[src/rtl/filter_mode_sequencer.sv]
// rtl/filter_mode_sequencer.sv - selects the camera filter path and sequences blur fill, padding and output valid
// FSEQ_STATS_EN builds the frame_cnt statistics counter; otherwise frame_cnt is tied to 0.
module filter_mode_sequencer #(
  parameter int H_ACTIVE      = 640,
  parameter int V_ACTIVE      = 480,
  parameter int PAD           = 2,
  parameter int STABLE_CYCLES = 1024
) (
  input  logic        CLOCK_50,
  input  logic        RESET_N,
  input  logic [2:0]  mode_sel,
  input  logic        vga_vs,
  input  logic        pix_valid,
  output logic [2:0]  active_mode,
  output logic        bright_en,
  output logic        blur_en,
  output logic        edge_en,
  output logic        pad_zero,
  output logic        blur_wr,
  output logic        out_valid,
  output logic [8:0]  row_idx,
  output logic [9:0]  col_idx,
  output logic        overrun,
  output logic [15:0] frame_cnt
);

  localparam logic [2:0] M_PASS   = 3'b000;
  localparam logic [2:0] M_BRIGHT = 3'b001;
  localparam logic [2:0] M_BLUR   = 3'b101;
  localparam logic [2:0] M_EDGE   = 3'b110;

  localparam int FILL_LEN = PAD * H_ACTIVE + PAD;
  localparam int SW       = $clog2(STABLE_CYCLES + 1);
  localparam int FW       = $clog2(FILL_LEN + 1);

  localparam logic [SW-1:0] STABLE_MAX = SW'(STABLE_CYCLES);
  localparam logic [FW-1:0] FILL_LAST  = FW'(FILL_LEN - 1);
  localparam logic [8:0]    ROW_LAST   = 9'(V_ACTIVE - 1);
  localparam logic [9:0]    COL_LAST   = 10'(H_ACTIVE - 1);
  localparam logic [8:0]    ROW_PAD_LO = 9'(PAD);
  localparam logic [8:0]    ROW_PAD_HI = 9'(V_ACTIVE - PAD);
  localparam logic [9:0]    COL_PAD_LO = 10'(PAD);
  localparam logic [9:0]    COL_PAD_HI = 10'(H_ACTIVE - PAD);

  typedef enum logic [1:0] {S_PASS, S_PENDING, S_FILL, S_RUN} state_t;

  state_t          state;
  state_t          prior_state;
  logic [2:0]      mode_s1, mode_s2, mode_last;
  logic [SW-1:0]   stab_cnt;
  logic [2:0]      candidate;
  logic            vs_s1, vs_s2, vs_s3;
  logic [FW-1:0]   fill_cnt;
  logic [8:0]      row_cnt;
  logic [9:0]      col_cnt;
  logic            frame_full;

  logic            frame_start;
  logic [2:0]      next_active;
  logic            pix_blur;
  logic            out_ok;
  logic [8:0]      cur_row;
  logic [9:0]      cur_col;
  logic            is_last;
  logic            is_over;
  logic            border;

  function automatic logic [2:0] decode_mode(input logic [2:0] code);
    case (code)
      M_BRIGHT, M_BLUR, M_EDGE: return code;
      default:                  return M_PASS;
    endcase
  endfunction

  assign frame_start = vs_s3 & ~vs_s2;

  // Mode the pixel in this cycle belongs to: a frame_start in PENDING switches it immediately.
  assign next_active = (state == S_PENDING && frame_start) ? candidate : active_mode;
  assign pix_blur    = (next_active == M_BLUR);

  assign cur_row = frame_start ? 9'd0  : row_cnt;
  assign cur_col = frame_start ? 10'd0 : col_cnt;
  assign is_last = (cur_row == ROW_LAST) && (cur_col == COL_LAST);
  assign is_over = ~frame_start & frame_full;
  assign border  = (cur_row < ROW_PAD_LO) || (cur_row >= ROW_PAD_HI) ||
                   (cur_col < COL_PAD_LO) || (cur_col >= COL_PAD_HI);

  always_comb begin
    out_ok = 1'b0;
    case (state)
      S_RUN:     out_ok = ~frame_start;
      S_PENDING: out_ok = ~frame_start & (prior_state == S_RUN);
      S_FILL:    out_ok = ~frame_start & (fill_cnt == FILL_LAST);
      default:   out_ok = 1'b0;
    endcase
  end

  // Synchronisers and mode stability filter
  always_ff @(posedge CLOCK_50 or negedge RESET_N) begin
    if (!RESET_N) begin
      mode_s1   <= 3'b000;
      mode_s2   <= 3'b000;
      mode_last <= 3'b000;
      stab_cnt  <= '0;
      candidate <= M_PASS;
      vs_s1     <= 1'b1;
      vs_s2     <= 1'b1;
      vs_s3     <= 1'b1;
    end else begin
      mode_s1 <= mode_sel;
      mode_s2 <= mode_s1;
      vs_s1   <= vga_vs;
      vs_s2   <= vs_s1;
      vs_s3   <= vs_s2;
      if (mode_s2 != mode_last) begin
        mode_last <= mode_s2;
        stab_cnt  <= SW'(1);
      end else if (stab_cnt != STABLE_MAX) begin
        stab_cnt <= stab_cnt + SW'(1);
      end else begin
        candidate <= decode_mode(mode_last);
      end
    end
  end

  // Mode FSM, enables and blur pipeline sequencing
  always_ff @(posedge CLOCK_50 or negedge RESET_N) begin
    if (!RESET_N) begin
      state       <= S_PASS;
      prior_state <= S_PASS;
      active_mode <= M_PASS;
      fill_cnt    <= '0;
      bright_en   <= 1'b0;
      blur_en     <= 1'b0;
      edge_en     <= 1'b0;
      blur_wr     <= 1'b0;
      out_valid   <= 1'b0;
      pad_zero    <= 1'b0;
    end else begin
      bright_en <= (next_active == M_BRIGHT);
      blur_en   <= (next_active == M_BLUR);
      edge_en   <= (next_active == M_EDGE);
      blur_wr   <= pix_valid & pix_blur;
      out_valid <= pix_valid & pix_blur & out_ok;
      pad_zero  <= blur_en & pix_valid & border;
      case (state)
        S_PASS: begin
          if (candidate != active_mode) begin
            prior_state <= S_PASS;
            state       <= S_PENDING;
          end
        end
        S_RUN: begin
          if (frame_start) begin
            state    <= S_FILL;
            fill_cnt <= pix_valid ? FW'(1) : '0;
          end else if (candidate != active_mode) begin
            prior_state <= S_RUN;
            state       <= S_PENDING;
          end
        end
        S_PENDING: begin
          if (frame_start) begin
            active_mode <= candidate;
            fill_cnt    <= pix_valid ? FW'(1) : '0;
            state       <= (candidate == M_BLUR) ? S_FILL : S_PASS;
          end else if (candidate == active_mode) begin
            state <= prior_state;
          end
        end
        S_FILL: begin
          if (frame_start) begin
            fill_cnt <= pix_valid ? FW'(1) : '0;
          end else if (pix_valid) begin
            // The pixel completing the fill count is the first valid blur output.
            if (fill_cnt == FILL_LAST) state <= S_RUN;
            else fill_cnt <= fill_cnt + FW'(1);
          end
        end
        default: state <= S_PASS;
      endcase
    end
  end

  // Active-window row/col tracking
  always_ff @(posedge CLOCK_50 or negedge RESET_N) begin
    if (!RESET_N) begin
      row_cnt    <= '0;
      col_cnt    <= '0;
      row_idx    <= '0;
      col_idx    <= '0;
      frame_full <= 1'b0;
      overrun    <= 1'b0;
    end else if (pix_valid) begin
      if (is_over) begin
        overrun <= 1'b1;
      end else begin
        row_idx <= cur_row;
        col_idx <= cur_col;
        if (is_last) begin
          frame_full <= 1'b1;
          row_cnt    <= cur_row;
          col_cnt    <= cur_col;
        end else if (cur_col == COL_LAST) begin
          frame_full <= 1'b0;
          row_cnt    <= cur_row + 9'd1;
          col_cnt    <= 10'd0;
        end else begin
          frame_full <= 1'b0;
          row_cnt    <= cur_row;
          col_cnt    <= cur_col + 10'd1;
        end
      end
    end else if (frame_start) begin
      row_cnt    <= '0;
      col_cnt    <= '0;
      frame_full <= 1'b0;
    end
  end

`ifdef FSEQ_STATS_EN
  always_ff @(posedge CLOCK_50 or negedge RESET_N) begin
    if (!RESET_N) frame_cnt <= '0;
    else if (frame_start) frame_cnt <= frame_cnt + 16'd1;
  end
`else
  assign frame_cnt = 16'd0;
`endif

endmodule

[config.mk]
export PLATFORM = sky130hd
export DESIGN_NAME = filter_mode_sequencer
export DESIGN_NICKNAME = d
export VERILOG_FILES = /design/src/rtl/filter_mode_sequencer.sv
export SDC_FILE = /design/constraint.sdc
export NUM_CORES = 1
export LEC_CHECK = 0
export CORE_MARGIN = 4
export CORE_UTILIZATION = 45
export DETAILED_ROUTE_END_ITERATION = 7
export GPL_ROUTABILITY_DRIVEN = 1
export MAX_ROUTING_LAYER = met4
export PLACE_DENSITY = 0.71
export REMOVE_ABC_BUFFERS = 1
export SLEW_MARGIN = 20
export SYNTH_ARGS = -nofsm -noshare
export SYNTH_HDL_FRONTEND = slang
export SYNTH_SLANG_ARGS = --single-unit
[constraint.sdc]
create_clock -name CLOCK_50 -period 9.2 [get_ports CLOCK_50]
set_input_delay 1.84 -clock CLOCK_50 [delete_from_list [all_inputs] [get_ports CLOCK_50]]
set_output_delay 1.84 -clock CLOCK_50 [all_outputs]
set_load 0.02 [all_outputs]
Word-level counts from Yosys, hierarchy flattened:

Cells that the tools add are included.

* register bits: 90
* output and inout bits: 45
* word-level logic and storage cells: 132

* add/sub/neg operators: 4
* magnitude comparators: 4
* eq/ne operators: 29
* multiplexer cells: 38
* bitwise operators: 13
* reductions and logical operators: 20

Operators with widths (number)
* two-way mux 11 bit: 6
* two-way mux 10 bit: 5
* two-way mux 9 bit: 5
* adder 11 x 1 -> 11 bit, second input constant: 2
* two-way mux 2 bit: 11
* case mux 11 bit (2 select lines): 1
* == test 3 bit, second input constant: 5
* inequality test 2 bit, second input constant: 7
* AND reduction 4 bit: 3
* == test 11 bit, second input constant: 1
* inequality test 11 bit, second input constant: 1
* adder 10 x 1 -> 10 bit, second input constant: 1
* == test 10 bit, second input constant: 1
* greater-or-equal comparator 10 bit, second input constant: 1
* < comparator 10 x 2 -> 1 bit, second input constant: 1
* AND reduction 2 bit: 5
* adder 9 x 1 -> 9 bit, second input constant: 1
* == test 9 bit, second input constant: 1
* greater-or-equal comparator 9 bit, second input constant: 1
* < comparator 9 x 2 -> 1 bit, second input constant: 1
* AND 1 bit: 8
* case mux 2 bit (4 select lines): 1
* nonzero test 2 bit: 4
* == test 2 bit, second input constant: 3
* other kinds (17): 32

Longest topological paths before layout:

Gate-level depths: netlist of run 1.

* depth in word-level cells: 8
* mapped depth: 13
* depth with buffers taken out: 9

Worst setup path before layout of run 1:

No wires, ideal clock.

* path kind: input port to flip-flop
* start point: input port pix_valid
* end point: register row_cnt[1]
* library setup time: 0.125 ns
* data arrival time: 3.045 ns
* required time: 9.075 ns
* setup slack: 6.030 ns
* cell stages on the path: 4
* path buffers: 0
* cells stage by stage: nor2b_1 -> nand4_1 -> a211oi_2 -> mux2_2

* cells in the longest elaborated chain, start to end: 1
* elaborated cells on any way between the ends: 2
* those cells by class: 1 x eq/ne; 1 x mux

Ends and longest elaborated chain
* start, declared: line 13 `input logic pix_valid,`
* inequality test 2 bit (no source line) / two-way mux 9 bit (equally long branches)
* end signal, assigned: line 202 `row_cnt <= cur_row;`
* end signal, assigned: line 206 `row_cnt <= cur_row + 9'd1;`
* end signal, assigned: line 210 `row_cnt <= cur_row;`
* end, declared: line 54 `logic [8:0] row_cnt;`

Several ways; a longest one is shown, not always the timed one.
A chain may end at the register's enable or synchronous reset.

Final worst setup path of run 1:

Ends and elaborated chain as after synthesis.

==> insert_results.sql, run 1 <==
INSERT INTO impl_metrics (metric_group, metric, value, unit) VALUES
('routing', 'initialDrtViolationCount', '241', ''),
('synthesis', 'syn-mean-instance-area', '9.80', 'sq um'),
('synthesis', 'synth-async-reset-ratio', '1.00', ''),
('cts', 'maximum_buffer_depth_of_the_clock_tree', '2', ''),
('placed_design', 'dpl.hpwl', '6140', 'microns'),
('synthesis', 'synth-simple-area-share', '0.213', ''),
('layout', 'post_route_cells_drive_above_1_share', '0.0777', ''),
('grt', 'grt_antenna_before_repair', '0', ''),
('placed_design', 'gp_congestion', '0.893', ''),
('critical_path', 'worst_setup_path_startpoint', 'pix_valid', ''),
('critical_path', 'regToRegSetupSlack', '6220', 'ps'),
('synthesis', 'synth_warnings', '0', ''),
('critical_path', 'worst-path-buf-inv', '1', ''),
('synthesis', 'synth_compound_gate_area_share', '0.115', ''),
('synthesis', 'synth_most_common_cell', 'dfrtp_1', ''),
('grt', 'grt_pass1_vias', '3177', ''),
('routing', 'drc', '0', ''),
('routing', 'routed_wirelength', '8960', 'microns'),
('critical_path', 'critical_path_required', '9460', 'ps'),
('critical_path', 'worst_r2r_endpoint', 'row_cnt[1]$_DFFE_PN0N_', ''),
('placed_design', 'io_buffer_count', '35', ''),
('critical_path', 'timing.critical_path.depth', '5', ''),
('timing', 'timing_worst_slew_pin_value', '791', 'ps'),
('flow_run', 'maxCapViolations', '0', ''),
('critical_path', 'setup.worst_path.end', 'row_cnt[1]$_DFFE_PN0N_', ''),
('critical_path', 'cp_max_fo', '14', ''),
('critical_path', 'reg2reg_from', 'vs_s2$_DFF_PN1_', ''),
('critical_path', 'r2r_cells', '9', ''),
('routing', 'antenna_violating_nets_post_route', '0', ''),
('timing', 'maxClockFrequency', '255', 'MHz'),
('synthesis', 'share_of_synthesized_cell_area_in_full_adder_half_adder_and_majority_cells', '0.0281', ''),
('die', 'io_pins', '52', ''),
('layout', 'final_design_area_no_fill', '5040', 'sq um'),
('critical_path', 'worstPathCellList', 'clkdlybuf4s50_1 -> nor2b_1 -> nand4_1 -> a211oi_2 -> mux2_2', ''),
('synthesis', 'synth_sequential_area_ratio', '0.500', ''),
('die', 'die-area', '11600', 'sq um'),
('synthesis', 'synthDistinctLibCells', '63', ''),
('timing', 'relSlewSlack', '0.473', ''),
('cts', 'tritoncts', 'built', ''),
('min_path', 'hold_class', 'reg -> reg', ''),
('critical_path', 'endpoint_kind', 'register', ''),
('cts', 'path_clk_slew', '80', 'ps'),
('synthesis', 'yosysTopAreaCellShare', '0.482', ''),
('critical_path', 'critical-path-top-delay-family', 'buffers and inverters', ''),
('synthesis', 'synth-main-ff-cell', 'dfrtp_1', ''),
('timing', 'final_min_period_over_clock_period', '0.427', ''),
('routing', 'viasPerCell', '5.37', ''),
('synthesis', 'synth_edf_count', '0', ''),
('timing', 'final_hold_violating_endpoints', '0', ''),
('synthesis', 'synth_top_family_by_area', 'simple AND/OR/NAND/NOR gates', ''),
('layout', 'antennaDiodeCount', '0', ''),
('cts', 'hold_buffers', '0', ''),
('cts', 'cts.repair_timing.setup_buffer_count', '0', ''),
('synthesis', 'synth.mux.area_fraction', '0.0174', ''),
('die', 'start_util', '0.458', ''),
('power', 'irDropWorstVdd', '0.0000784', 'V'),
('layout', 'final.fill_count', '921', ''),
('critical_path', 'arrival_time_at_the_worst_endpoint', '4180', 'ps'),
('synthesis', 'synthTopCellsByArea', 'dfrtp_1 48%, nand2_1 5.0%, xnor2_1 3.7%', ''),
('die', 'floorplan.die.height', '108', 'microns'),
('synthesis', 'postSynthRegisterBits', '89', ''),
('critical_path', 'worstSetupStartpointType', 'input port', ''),
('cts', 'clk_latency', '370', 'ps'),
('cts', 'post_cts_resized', '0', ''),
('timing', 'final_max_slew_viol_count', '0', ''),
('grt', 'grtUsageTotal', '0.169', ''),
('outcome', 'status', 'finished, final reports clean', ''),
('cts', 'cts_root_buffer', 'clkbuf_8', ''),
('grt', 'overflow', '0', ''),
('synthesis', 'netlist_area', '4460', 'sq um'),
('routing', 'vias', '3339', '');
==> metrics by stage <==
step	setup slack [ps]	util	power (uW)	instances	hold WS, ps
2_1_floorplan	5990	-	475	436	331
3_3_place_gp	5050	0.497	510	606	332
3_5_place_dp	4930	0.497	512	606	340
4_1_cts	5330	0.517	782	622	361
5_1_grt	5080	0.518	814	622	362
6_report	5280	0.518	771	622	358
==> power breakdown <==
part | total [uW] | leakage (uW) | internal (uW) | switching, uW
clock | 267 | 0.0000953 | 132 | 135
combinational | 80.6 | 0.000876 | 29.9 | 50.7
sequential | 424 | 0.00118 | 407 | 16.4
total | 771 | 0.00215 | 569 | 202
==> worst min-delay path by stage <==
stage	startpoint	to	slack [ps]	cells after the start
5_1_grt	vs_s1$_DFF_PN1_	vs_s2$_DFF_PN1_	360	0
3_5_place_dp	mode_s1[2]$_DFF_PN0_	mode_s2[2]$_DFF_PN0_	340	0
2_1_floorplan	mode_s1[0]$_DFF_PN0_	mode_s2[0]$_DFF_PN0_	330	0
3_3_place_gp	mode_s1[2]$_DFF_PN0_	mode_s2[2]$_DFF_PN0_	330	0
6_report	mode_s1[0]$_DFF_PN0_	mode_s2[0]$_DFF_PN0_	360	0
4_1_cts	mode_s1[1]$_DFF_PN0_	mode_s2[1]$_DFF_PN0_	360	0
==> kinds of logic after synthesis <==
family                   Yosys count
AND/OR/NAND/NOR                  186
flip-flops                        89
AO/OA/AOI/OAI                     79
buffers and inverters             50
XOR/XNOR                          33
adder cells (fa/ha/maj)           10
multiplexers                       7
other                              1
==> routing by layer <==
metal / wire length, microns / vias to the layer above / track usage
met3: 428 / 10 / 0.0396
met5: 0 / - / -
met2: 4160 / 78 / 0.245
met4: 134 / 0 / 0.0658
li1: - / 1620 / -
met1: 4230 / 1631 / 0.232
==> cell usage in the layout, fill, tap and decap left out, drive strengths merged, types with 8 or more instances in the layout <==
master / instances
ha: 10
nand2: 59
conb: 16
nor2: 38
clkbuf: 11
clkdlybuf4s50: 34
a21oi: 16
dfrtp: 86
inv: 16
nand3: 19
nor4: 8
xor2: 14
nor3: 8
nand4: 10
o21ai: 30
xnor2: 19
==> layout make-up <==
type / instances / area, sq um / share of cell area
sequential: 89 / 2230 / 0.443
multi-input combinational: 331 / 2020 / 0.400
timing repair buffer: 37 / 367 / 0.0728
tap: 133 / 166 / 0.0330
clock buffer: 11 / 141 / 0.0281
inverter: 16 / 60.1 / 0.0119
clock inverter: 5 / 55.1 / 0.0109
==> state kept, by name (all words and copies together) (netlist names), 9 cells and up <==
name and flops:
col_cnt 10, row_idx 9, col_idx 10, row_cnt 9, stab_cnt 11, fill_cnt 11
Note: power is estimated with default switching activity, not from simulation.
==> run 2, diff against run 1 <==
PLACE_DENSITY = 0.74   (was 0.71)
clock period = 3.6 ns   (was 9.2 ns; I/O delays follow)
==> run 2 against run 1 <==
Against the previous run:
- power rose to 2.6 times the previous value
- global-route usage up 0.11 points
- sequential cell count unchanged
- largest cell class unchanged
- largest power group unchanged
- highest routed layer unchanged
==> insert_results.sql, run 2 (synthesized netlist as in run 1, its figures left out) <==
INSERT INTO impl_metrics (metric_group, metric, value, unit) VALUES
('cts', 'tritoncts', 'built', ''),
('layout', 'post_route_cells_drive_above_1_share', '0.0794', ''),
('die', 'io_pins', '52', ''),
('layout', 'final.fill_count', '901', ''),
('power', 'power_density_normalized_to_cell_area', '401', 'nW/um^2'),
('cts', 'cts_num_sinks', '89', ''),
('critical_path', 'cp_max_fo', '13', ''),
('routing', 'drc', '0', ''),
('layout', 'final_design_area_no_fill', '5070', 'sq um'),
('timing', 'final_max_slew_viol_count', '0', ''),
('layout', 'register_area', '2230', 'sq um'),
('die', 'floorplan.die.height', '108', 'microns'),
('cts', 'htree_levels', '3', ''),
('placed_design', 'io_buffer_count', '35', ''),
('critical_path', 'endpoint_kind', 'register', ''),
('grt', 'grt_antenna_before_repair', '0', ''),
('die', 'row_count', '36', ''),
('cts', 'maximum_buffer_depth_of_the_clock_tree', '2', ''),
('layout', 'instances_no_fill', '624', ''),
('timing', 'relSlewSlack', '0.478', ''),
('timing', 'final_hold_violating_endpoints', '0', ''),
('routing', 'detail_route.wl_per_cell', '14.2', 'microns'),
('min_path', 'hold_class', 'reg -> reg', ''),
('layout', 'area_growth', '13.7', '%'),
('grt', 'wire_length_of_the_first_global_routing_pass', '15500', 'microns'),
('routing', 'routed_wirelength', '8890', 'microns'),
('cts', 'path_clk_slew', '80', 'ps'),
('routing', 'viasPerCell', '5.35', ''),
('placed_design', 'gp_congestion', '0.906', ''),
('routing', 'antenna_violating_nets_post_route', '0', ''),
('placed_design', 'placed_cell_area', '4850', 'sq um'),
('timing', 'setup_viol', '0', ''),
('critical_path', 'arrival_time_at_the_worst_endpoint', '3170', 'ps'),
('timing', 'clock_skew', '11.6', 'ps'),
('die', 'start_util', '0.458', ''),
('placed_design', 'numPlacedInstances', '608', ''),
('routing', 'drtPass1Iterations', '5', ''),
('timing', 'final.min_clock_period', '2930', 'ps'),
('routing', 'vias', '3338', ''),
('grt', 'grt_pass1_vias', '3253', ''),
('die', 'design.core.area', '9730', 'sq um'),
('grt', 'grt_max_degree', '90', ''),
('critical_path', 'crit_type', 'reg -> reg', ''),
('die', 'die_x', '108', 'microns'),
('outcome', 'status', 'finished, final reports clean', ''),
('timing', 'maxClockFrequency', '341', 'MHz'),
('power', 'irDropWorstVdd', '0.000256', 'V'),
('cts', 'cts_root_buffer', 'clkbuf_8', ''),
('layout', 'layout_common_cells', '86 x dfrtp_1, 59 x nand2_1, 38 x nor2_1', ''),
('critical_path', 'critical_path_required', '3840', 'ps'),
('placed_design', 'dpl.hpwl', '6290', 'microns'),
('flow_run', 'maxCapViolations', '0', ''),
('timing', 'final_min_period_over_clock_period', '0.815', ''),
('cts', 'hold_buffers', '0', ''),
('timing', 'finalSetupTns', '0', 'ps'),
('grt', 'overflow', '0', ''),
('layout', 'area_of_combinational_cells_with_multiple_inputs', '2010', 'sq um'),
('routing', 'initialDrtViolationCount', '267', ''),
('layout', 'most_common_library_cell_in_the_layout_ignoring_fill_and_taps', 'dfrtp_1', ''),
('layout', 'final_net_count', '503', ''),
('layout', 'largest_registers', 'fill_cnt x11, stab_cnt x11', ''),
('grt', 'grtUsageTotal', '0.170', ''),
('layout', 'antennaDiodeCount', '0', ''),
('cts', 'post_cts_resized', '0', ''),
('timing', 'timing_worst_slew_pin_value', '783', 'ps'),
('die', 'die-area', '11600', 'sq um'),
('cts', 'numCtsBuffers', '9', ''),
('critical_path', 'worstSetupStartpointType', 'register', ''),
('layout', 'layout.core_utilization', '0.521', ''),
('cts', 'cts.repair_timing.setup_buffer_count', '0', ''),
('timing', 'unrepaired_setup_endpoints_after_global_routing', 'false', ''),
('cts', 'clk_latency', '350', 'ps'),
('power', 'cellLeakagePower', '0.00217', 'uW');
-- run 2: layout make-up --
class | instances | share of cell area
multi-input combinational | 331 | 0.397
clock buffer | 10 | 0.0252
inverter | 16 | 0.0118
sequential | 89 | 0.440
clock inverter | 6 | 0.0178
tap | 133 | 0.0328
timing repair buffer | 39 | 0.0753
-- run 2: layer usage --
metal	GRT usage	up-vias	share of wire
li1	-	1622	-
met5	-	-	0
met2	0.257	97	0.46
met1	0.230	1607	0.47
met3	0.0348	12	0.053
met4	0.0604	0	0.017
-- run 2: final timing paths --
| check | cells past startpoint | slack (ps) | start | to |
|---|---|---|---|---|
| max | 8 | 670 | vs_s2$_DFF_PN1_ | row_cnt[1]$_DFFE_PN0N_ |
| min | 0 | 360 | mode_s1[0]$_DFF_PN0_ | mode_s2[0]$_DFF_PN0_ |
| max reg2reg | 8 | 670 | vs_s2$_DFF_PN1_ | row_cnt[1]$_DFFE_PN0N_ |
| min reg2reg | 0 | 360 | mode_s1[0]$_DFF_PN0_ | mode_s2[0]$_DFF_PN0_ |
| max in group asynchronous | 1 | 2650 | RESET_N | state[1]$_DFFE_PN0P_ |
| min in group asynchronous | 1 | 420 | RESET_N | row_idx[4]$_DFFE_PN0P_ |
-- run 2: power by group --
group / switching [uW] / internal [uW] / leakage, uW
Combinational: 132 / 78.4 / 0.000886
Clock: 347 / 394 / 0.000107
Sequential: 41.1 / 1040 / 0.00118
Total: 520 / 1510 / 0.00217
-- run 2: critical path, stage by stage, from the launching register on --
cell and delay [ps]:
dfstp_2 540, nand2b_1 400, nand2_1 210, inv_1 100, ha_1 190, and2_1 200, nand4_1 240, a211oi_2 550
mux2_2 390
-- run 2: metrics by stage --
stage | total power [uW] | worst slack (ps) | hold slack, ps
floorplan | 1210 | 629 | 331
CTS | 2060 | 711 | 358
detailed placement | 1310 | 715 | 338
finish | 2030 | 666 | 355
global placement | 1310 | 797 | 333
global route | 2140 | 444 | 364
